### config.mk
export PLATFORM = sky130hd
export DESIGN_NAME = z80_bus_master
export DESIGN_NICKNAME = d
export VERILOG_FILES = /design/src/rtl/z80_bus_master.sv
export SDC_FILE = /design/constraint.sdc
export NUM_CORES = 1
export LEC_CHECK = 0
export CAP_MARGIN = 20
export CORE_ASPECT_RATIO = 2
export CORE_MARGIN = 10
export CORE_UTILIZATION = 46
export CTS_CLUSTER_DIAMETER = 150
export DETAILED_ROUTE_END_ITERATION = 16
export GPL_ROUTABILITY_DRIVEN = 1
export PLACE_DENSITY = 0.93
export SYNTH_ARGS = -nofsm -noshare
export SYNTH_HDL_FRONTEND = slang
export SYNTH_SLANG_ARGS = --single-unit
### constraint.sdc
create_clock -name i_clk -period 3.9 [get_ports i_clk]
set_clock_uncertainty 0.05 [all_clocks]
set_input_delay 0.585 -clock i_clk [delete_from_list [all_inputs] [get_ports i_clk]]
set_output_delay 0.585 -clock i_clk [all_outputs]
set_load 0.01 [all_outputs]
### src/rtl/z80_bus_master.sv
// z80_bus_master
// Purpose: Z80-style bus-cycle initiator for the Laser 310 64K expansion
// board. A valid/ready command stream is turned into memory and I/O read or
// write cycles. Each Z80 T-state lasts one clock cycle. The cycle sequence is
// IDLE -> T1 -> T2 -> (TW...) -> T3 -> T4 -> IDLE.
//
// Optional feature: define Z80BM_REFRESH_EN to add a two-state refresh tail
// (RF1, RF2) after every memory cycle. The tail drives a 7-bit R counter onto
// the address bus.
//
// Parameters:
//   WAIT_STATES  fixed extra TW states after T2 in every cycle (0..15)
// Ports:
//   i_clk, i_rst          clock, synchronous active-high reset
//   i_cmd_valid           command present
//   o_cmd_ready           high only in IDLE while not in reset
//   i_cmd_op              00 mem rd, 01 mem wr, 10 io rd, 11 io wr
//   i_cmd_addr            16-bit cycle address
//   i_cmd_wdata           8-bit write data
//   o_rsp_valid           one-cycle pulse in T4 of every cycle
//   o_rsp_rdata           read data captured at the T3->T4 edge
//   o_bus_addr            address bus
//   o_bus_dout, o_bus_doe write data and its drive enable
//   i_bus_din             read data from the bus
//   o_mreq_n, o_iorq_n    active-low address-space strobes
//   o_rd_n, o_wr_n        active-low direction strobes
//   i_wait_n              external wait request, active low
module z80_bus_master #(
  parameter int WAIT_STATES = 0
) (
  input  logic        i_clk,
  input  logic        i_rst,
  input  logic        i_cmd_valid,
  output logic        o_cmd_ready,
  input  logic [1:0]  i_cmd_op,
  input  logic [15:0] i_cmd_addr,
  input  logic [7:0]  i_cmd_wdata,
  output logic        o_rsp_valid,
  output logic [7:0]  o_rsp_rdata,
  output logic [15:0] o_bus_addr,
  output logic [7:0]  o_bus_dout,
  output logic        o_bus_doe,
  input  logic [7:0]  i_bus_din,
  output logic        o_mreq_n,
  output logic        o_iorq_n,
  output logic        o_rd_n,
  output logic        o_wr_n,
  input  logic        i_wait_n
);

  localparam logic [3:0] C_WAIT = 4'(WAIT_STATES);

  typedef enum logic [2:0] {
    S_IDLE,
    S_T1,
    S_T2,
    S_TW,
    S_T3,
    S_T4
`ifdef Z80BM_REFRESH_EN
    , S_RF1,
    S_RF2
`endif
  } state_t;

  state_t      r_state;
  state_t      w_nextState;

  logic        r_isIo;
  logic        r_isWrite;
  logic        r_ioAutoWait;
  logic [3:0]  r_waitCnt;
  logic [15:0] r_busAddr;
  logic [7:0]  r_busDout;
  logic [7:0]  r_rspRdata;
`ifdef Z80BM_REFRESH_EN
  logic [6:0]  r_refresh;
`endif

  logic        r_mreqN;
  logic        r_iorqN;
  logic        r_rdN;
  logic        r_wrN;
  logic        r_doe;
  logic        r_rspValid;

  logic        w_cmdReady;
  logic        w_accept;
  logic        w_nIsIo;
  logic        w_nIsWrite;
  logic        w_mreqN;
  logic        w_iorqN;
  logic        w_rdN;
  logic        w_wrN;
  logic        w_doe;
  logic        w_rspValid;

  assign w_cmdReady = (r_state == S_IDLE) && !i_rst;
  assign w_accept   = i_cmd_valid && w_cmdReady;

  // The attributes of the cycle that will run after the next edge. They let
  // the strobes be registered straight from the next state.
  assign w_nIsIo    = w_accept ? i_cmd_op[1] : r_isIo;
  assign w_nIsWrite = w_accept ? i_cmd_op[0] : r_isWrite;

  // State register
  always_ff @(posedge i_clk) begin
    if (i_rst) begin
      r_state <= S_IDLE;
    end else begin
      r_state <= w_nextState;
    end
  end

  // Next-state logic. Leaving T2/TW follows a priority order: first the I/O
  // automatic wait, then the fixed wait count, and only after that WAIT_N.
  // As a result WAIT_N is never looked at during the fixed waits.
  always_comb begin
    w_nextState = r_state;
    case (r_state)
      S_IDLE: if (w_accept) w_nextState = S_T1;
      S_T1:   w_nextState = S_T2;
      S_T2, S_TW: begin
        if (r_ioAutoWait || (r_waitCnt != 4'd0) || !i_wait_n) begin
          w_nextState = S_TW;
        end else begin
          w_nextState = S_T3;
        end
      end
      S_T3:   w_nextState = S_T4;
`ifdef Z80BM_REFRESH_EN
      S_T4:   w_nextState = r_isIo ? S_IDLE : S_RF1;
      S_RF1:  w_nextState = S_RF2;
      S_RF2:  w_nextState = S_IDLE;
`else
      S_T4:   w_nextState = S_IDLE;
`endif
      default: w_nextState = S_IDLE;
    endcase
  end

  // Output decode of the upcoming state. It feeds the output registers, so
  // every strobe comes from a flop and only moves on the clock edge.
  always_comb begin
    w_mreqN    = 1'b1;
    w_iorqN    = 1'b1;
    w_rdN      = 1'b1;
    w_wrN      = 1'b1;
    w_doe      = 1'b0;
    w_rspValid = 1'b0;
    case (w_nextState)
      S_T1: w_doe = w_nIsWrite;
      S_T2, S_TW, S_T3: begin
        w_doe   = w_nIsWrite;
        w_mreqN = w_nIsIo;
        w_iorqN = !w_nIsIo;
        w_rdN   = w_nIsWrite;
        w_wrN   = !w_nIsWrite;
      end
      S_T4: begin
        w_doe      = w_nIsWrite;
        w_rspValid = 1'b1;
      end
`ifdef Z80BM_REFRESH_EN
      S_RF1: w_mreqN = 1'b0;
`endif
      default: ;
    endcase
  end

  // Output registers
  always_ff @(posedge i_clk) begin
    if (i_rst) begin
      r_mreqN    <= 1'b1;
      r_iorqN    <= 1'b1;
      r_rdN      <= 1'b1;
      r_wrN      <= 1'b1;
      r_doe      <= 1'b0;
      r_rspValid <= 1'b0;
    end else begin
      r_mreqN    <= w_mreqN;
      r_iorqN    <= w_iorqN;
      r_rdN      <= w_rdN;
      r_wrN      <= w_wrN;
      r_doe      <= w_doe;
      r_rspValid <= w_rspValid;
    end
  end

  // Datapath. It latches the command at accept, counts down the inserted
  // waits, captures the read data and, when enabled, steps the refresh
  // address.
  always_ff @(posedge i_clk) begin
    if (i_rst) begin
      r_isIo       <= 1'b0;
      r_isWrite    <= 1'b0;
      r_ioAutoWait <= 1'b0;
      r_waitCnt    <= 4'd0;
      r_busAddr    <= 16'h0000;
      r_busDout    <= 8'h00;
      r_rspRdata   <= 8'h00;
`ifdef Z80BM_REFRESH_EN
      r_refresh    <= 7'd0;
`endif
    end else begin
      if (w_accept) begin
        r_isIo       <= i_cmd_op[1];
        r_isWrite    <= i_cmd_op[0];
        r_ioAutoWait <= i_cmd_op[1];
        r_waitCnt    <= C_WAIT;
        r_busAddr    <= i_cmd_addr;
        if (i_cmd_op[0]) begin
          r_busDout <= i_cmd_wdata;
        end
      end
      if ((r_state == S_T2) || (r_state == S_TW)) begin
        if (r_ioAutoWait) begin
          r_ioAutoWait <= 1'b0;
        end else if (r_waitCnt != 4'd0) begin
          r_waitCnt <= r_waitCnt - 4'd1;
        end
      end
      if ((r_state == S_T3) && !r_isWrite) begin
        r_rspRdata <= i_bus_din;
      end
`ifdef Z80BM_REFRESH_EN
      if ((r_state == S_T4) && !r_isIo) begin
        r_busAddr <= {9'b0, r_refresh};
      end
      if (r_state == S_RF2) begin
        r_refresh <= r_refresh + 7'd1;
      end
`endif
    end
  end

  assign o_cmd_ready = w_cmdReady;
  assign o_rsp_valid = r_rspValid;
  assign o_rsp_rdata = r_rspRdata;
  assign o_bus_addr  = r_busAddr;
  assign o_bus_dout  = r_busDout;
  assign o_bus_doe   = r_doe;
  assign o_mreq_n    = r_mreqN;
  assign o_iorq_n    = r_iorqN;
  assign o_rd_n      = r_rdN;
  assign o_wr_n      = r_wrN;

endmodule

==> Word level (Yosys, flattened, before mapping) <==
Index checks and enable logic that the tools add are counted.
{ "word_totals": {"register_bits": 48, "out_inout_bits": 39, "word_cells": 58, "input_bits": 38} }
{ "classes": {"bitwise_logic": 2, "n_reduce_logical": 19, "n_eq_ne": 9, "mux": 13, "n_addsub": 1} }
{ "op_table": {"columns": ["operator", "n"], "rows": [
  ["$mux 4", 4],
  ["$eq 3x2->1 const B", 4],
  ["$pmux 3 s4", 1],
  ["$eq 3x3->1 const B", 3],
  ["$eq 3x1->1 const B", 2],
  ["$mux 1", 6],
  ["$mux 3", 2],
  ["$reduce_or 2->1", 3],
  ["$logic_not 1->1", 5],
  ["$reduce_or 5->1", 1],
  ["$reduce_bool 4->1", 1],
  ["$sub 4x1->4 const B", 1],
  ["$logic_and 1x1->1", 3],
  ["$logic_not 3->1", 1],
  ["$logic_or 1x1->1", 3],
  ["$reduce_or 3->1", 1],
  ["$not 1->1", 2],
  ["$reduce_and 2->1", 1]
]} }

==> Depth between registers and ports, before layout <==
{ "logic_depth": {"depth_word": 9, "ltp_mapped": 7} }

==> Least setup slack after synthesis <==
No wires, ideal clock.
{ "synth_path": {"path_kind": "in2out", "from": "input i_rst", "to": "output o_cmd_ready", "required_ns": 3.265, "arrival_time_ns": 1.535, "slack_ns": 1.730, "stages": 5, "path_cell_list": "clkbuf_1 or4_4 buf_6 inv_6 buf_4"} }
{ "synth_between": {"elab_chain_cells": 2} }
{ "synth_lines": {"columns": ["element", "line", "rtl"], "rows": [
  ["from (decl)", "32", "input logic i_rst,"],
  ["$logic_not 1->1", "98", "assign w_cmdReady = (r_state == S_IDLE) && !i_rst;"],
  ["$logic_and 1x1->1", "98", null],
  ["to (decl)", "34", "output logic o_cmd_ready,"]
]} }
No other way between the ends.

==> Final worst setup path <==
Same ends and word-level chain as after synthesis.

==> run summary <==
outcome -> complete, no violations
total power -> 0.988 mW
Final Util -> 67.3%
Seq/Total Area, Yosys -> 49.8%
Routed WL per cell -> 14.9 µm
Peak VDD IR -> 0.357 mV
DIE AREA -> 7340 µm²
starting density of the core -> 47.2%
root buffer cell -> clkbuf_8
Hold Path Depth -> 1
Layout area overhead -> 42.7%
initial antenna violation count -> 0
Die Ht -> 112 µm
clock period minus worst slack -> 3.11 ns
Slew Limit Fails -> 0
share of Yosys cell area claimed by the top area cell type -> 49.8%
H-tree depth -> 2
WL final -> 5.12 mm
dominant cell by count in the synthesized netlist -> dfxtp_1
final hold violations -> 0
later-pin clock latency in the skew report -> 0.29 ns
setup_tns -> 0 ns
IO Count -> 77
Site Rows -> 33
Leakage -> 0.912 nW
pwr dens -> 359 nW/µm²
ANT cells -> 0
Top FF cell, synth -> dfxtp_1
f_max -> 322 MHz
post-CTS sizing -> 0
Synth area leaders -> dfxtp_1 (50%), a21oi_1 (10%), nand3_1 (7.3%)
worst-path fanout max -> 32
first drt pass iteration count -> 4
Syn Area/Cell -> 8.57 µm²
Die Width -> 65.8 µm
Clock Sinks -> 48
gr ovfl total -> 0
1st-iter DRT viols -> 36
IO Port Bufs -> 76
Setup crit start kind -> input port
cell count after placement -> 336
detailed placement HPWL -> 3.82 mm
hold buffers post-CTS -> 0
worst rel slew slack -> 54.0%
Yosys cell types -> 37
final setup fails -> 0
RePlAce Congestion -> 0.812
Max clock buf depth -> 2
Post-synth top cells -> dfxtp_1 (48), a21oi_1 (39), nand3_1 (28)
core area -> 4090 µm²
post-CTS setup buffers -> 0
first-pass GRT wire length -> 8.53 mm
Critical Path AT -> 2.47 ns
slew at the pin closest to its max-slew limit -> 0.688 ns
total CTS buffers -> 5
Mapped Nets -> 265
critical path capture point type -> output pin
Nets -> 331
Mapped Area -> 1930 µm²
Finished Layout Cells -> 343
critical path type -> input port to output pin
max-cap viol count -> 0
CTS tree -> built
HP Class -> register to register
Final period util -> 79.7%
total track usage -> 14.2%
Synth Register Bits -> 48
Mapped Cells -> 225
share of layout cells above drive strength 1 -> 4.81%
via count -> 1857
RSZ-0062 raised after global routing -> no
Async SR Flop Fraction -> 0%
largest net degree at the start of global routing -> 45
EDFF count, synth -> 0
Clock transition at path regs -> 0.08 ns
Vias/cell -> 5.41
Worst Path Required -> 3.26 ns
residual DRC count -> 0
ANT nets after route -> 0
cell taking the most area after synthesis -> dfxtp_1
vias in the first global route -> 1830
Yosys warning total -> 0
reg2reg path depth -> 4
==> cell usage in the layout, fill, tap and decap left out, drive strengths merged, types with 2 or more instances in the layout <==
master         instances
clkdlybuf4s50         76
dfxtp                 48
a21oi                 40
o21ai                 29
nand3                 28
nand2                 21
clkbuf                 6
inv                    5
nand2b                 4
nor2                   2
or3b                   2
nor3                   2
nor3b                  2
o211ai                 2
a31oi                  2
o221ai                 2
ha                     2
buf                    2
or4                    2
==> cells by family (layout without fill, tap and decap cells) <==
logic type	Yosys count	after routing	share of synthesized area (%)
DFF	48	48	49.8
adders and majority gates	2	2	1.30
buffers and inverters	24	90	6.16
AOI/OAI and AO/OA	79	79	22.5
and+or+nand+nor	72	72	20.2
==> registers in the layout (all words and copies together) (netlist names) <==
signal        cells
o_mreq_n          1
r_isIo            1
o_bus_addr       16
o_iorq_n          1
o_wr_n            1
r_state           3
o_bus_dout        8
r_waitCnt         4
r_ioAutoWait      1
o_rsp_valid       1
r_isWrite         1
o_bus_doe         1
o_rsp_rdata       8
o_rd_n            1
==> final timing paths <==
kind                               from                       to  slack, ns
setup / recovery                  i_rst              o_cmd_ready       0.79
hold / removal        r_isIo$_SDFF_PP0_      o_iorq_n$_SDFF_PP1_       0.36
setup reg to reg  r_state[1]$_SDFF_PP0_  r_ioAutoWait$_SDFF_PP0_       1.95
hold reg to reg       r_isIo$_SDFF_PP0_      o_iorq_n$_SDFF_PP1_       0.36
==> report_power, final <==
part           leakage [nW]  internal [mW]  switching [mW]
registers             0.390          0.514          0.0182
logic                 0.481         0.0953          0.0930
clock network        0.0410          0.122           0.145
==> cell type report <==
cell class	instances	area, µm²
Multi-Input combinational cell	153	850
Sequential cell	48	961
Clock buffer	6	72.6
Timing Repair Buffer	78	776
Tap cell	52	65.1
Inverter	5	23.8
Clock inverter	1	5.00
Fill cell	330	1340
==> metrics by stage <==
stage	hold slack, ns	setup WS, ns	area [µm²]
2_1_floorplan	0.312	1.73	1930
6_report	0.362	0.791	2750
3_5_place_dp	0.346	0.790	2680
4_1_cts	0.369	0.789	2750
3_3_place_gp	0.338	0.804	2680
5_1_grt	0.407	0.707	2750
==> worst max-delay path, stage by stage <==
cell             delay [ns]
clkdlybuf4s50_1        0.42
or4_4                  0.61
inv_6                  0.25
clkdlybuf4s50_1        0.58
==> routing by layer <==
metal | GRT usage, % | vias to the layer above | part of all wire (%)
met2 | 26.0 | 62 | 54
li1 | - | 928 | -
met1 | 12.6 | 858 | 34
met3 | 5.22 | 9 | 8.7
met4 | 7.76 | 0 | 2.7
met5 | 0 | - | 0
Power figures use the tool's default switching activity.
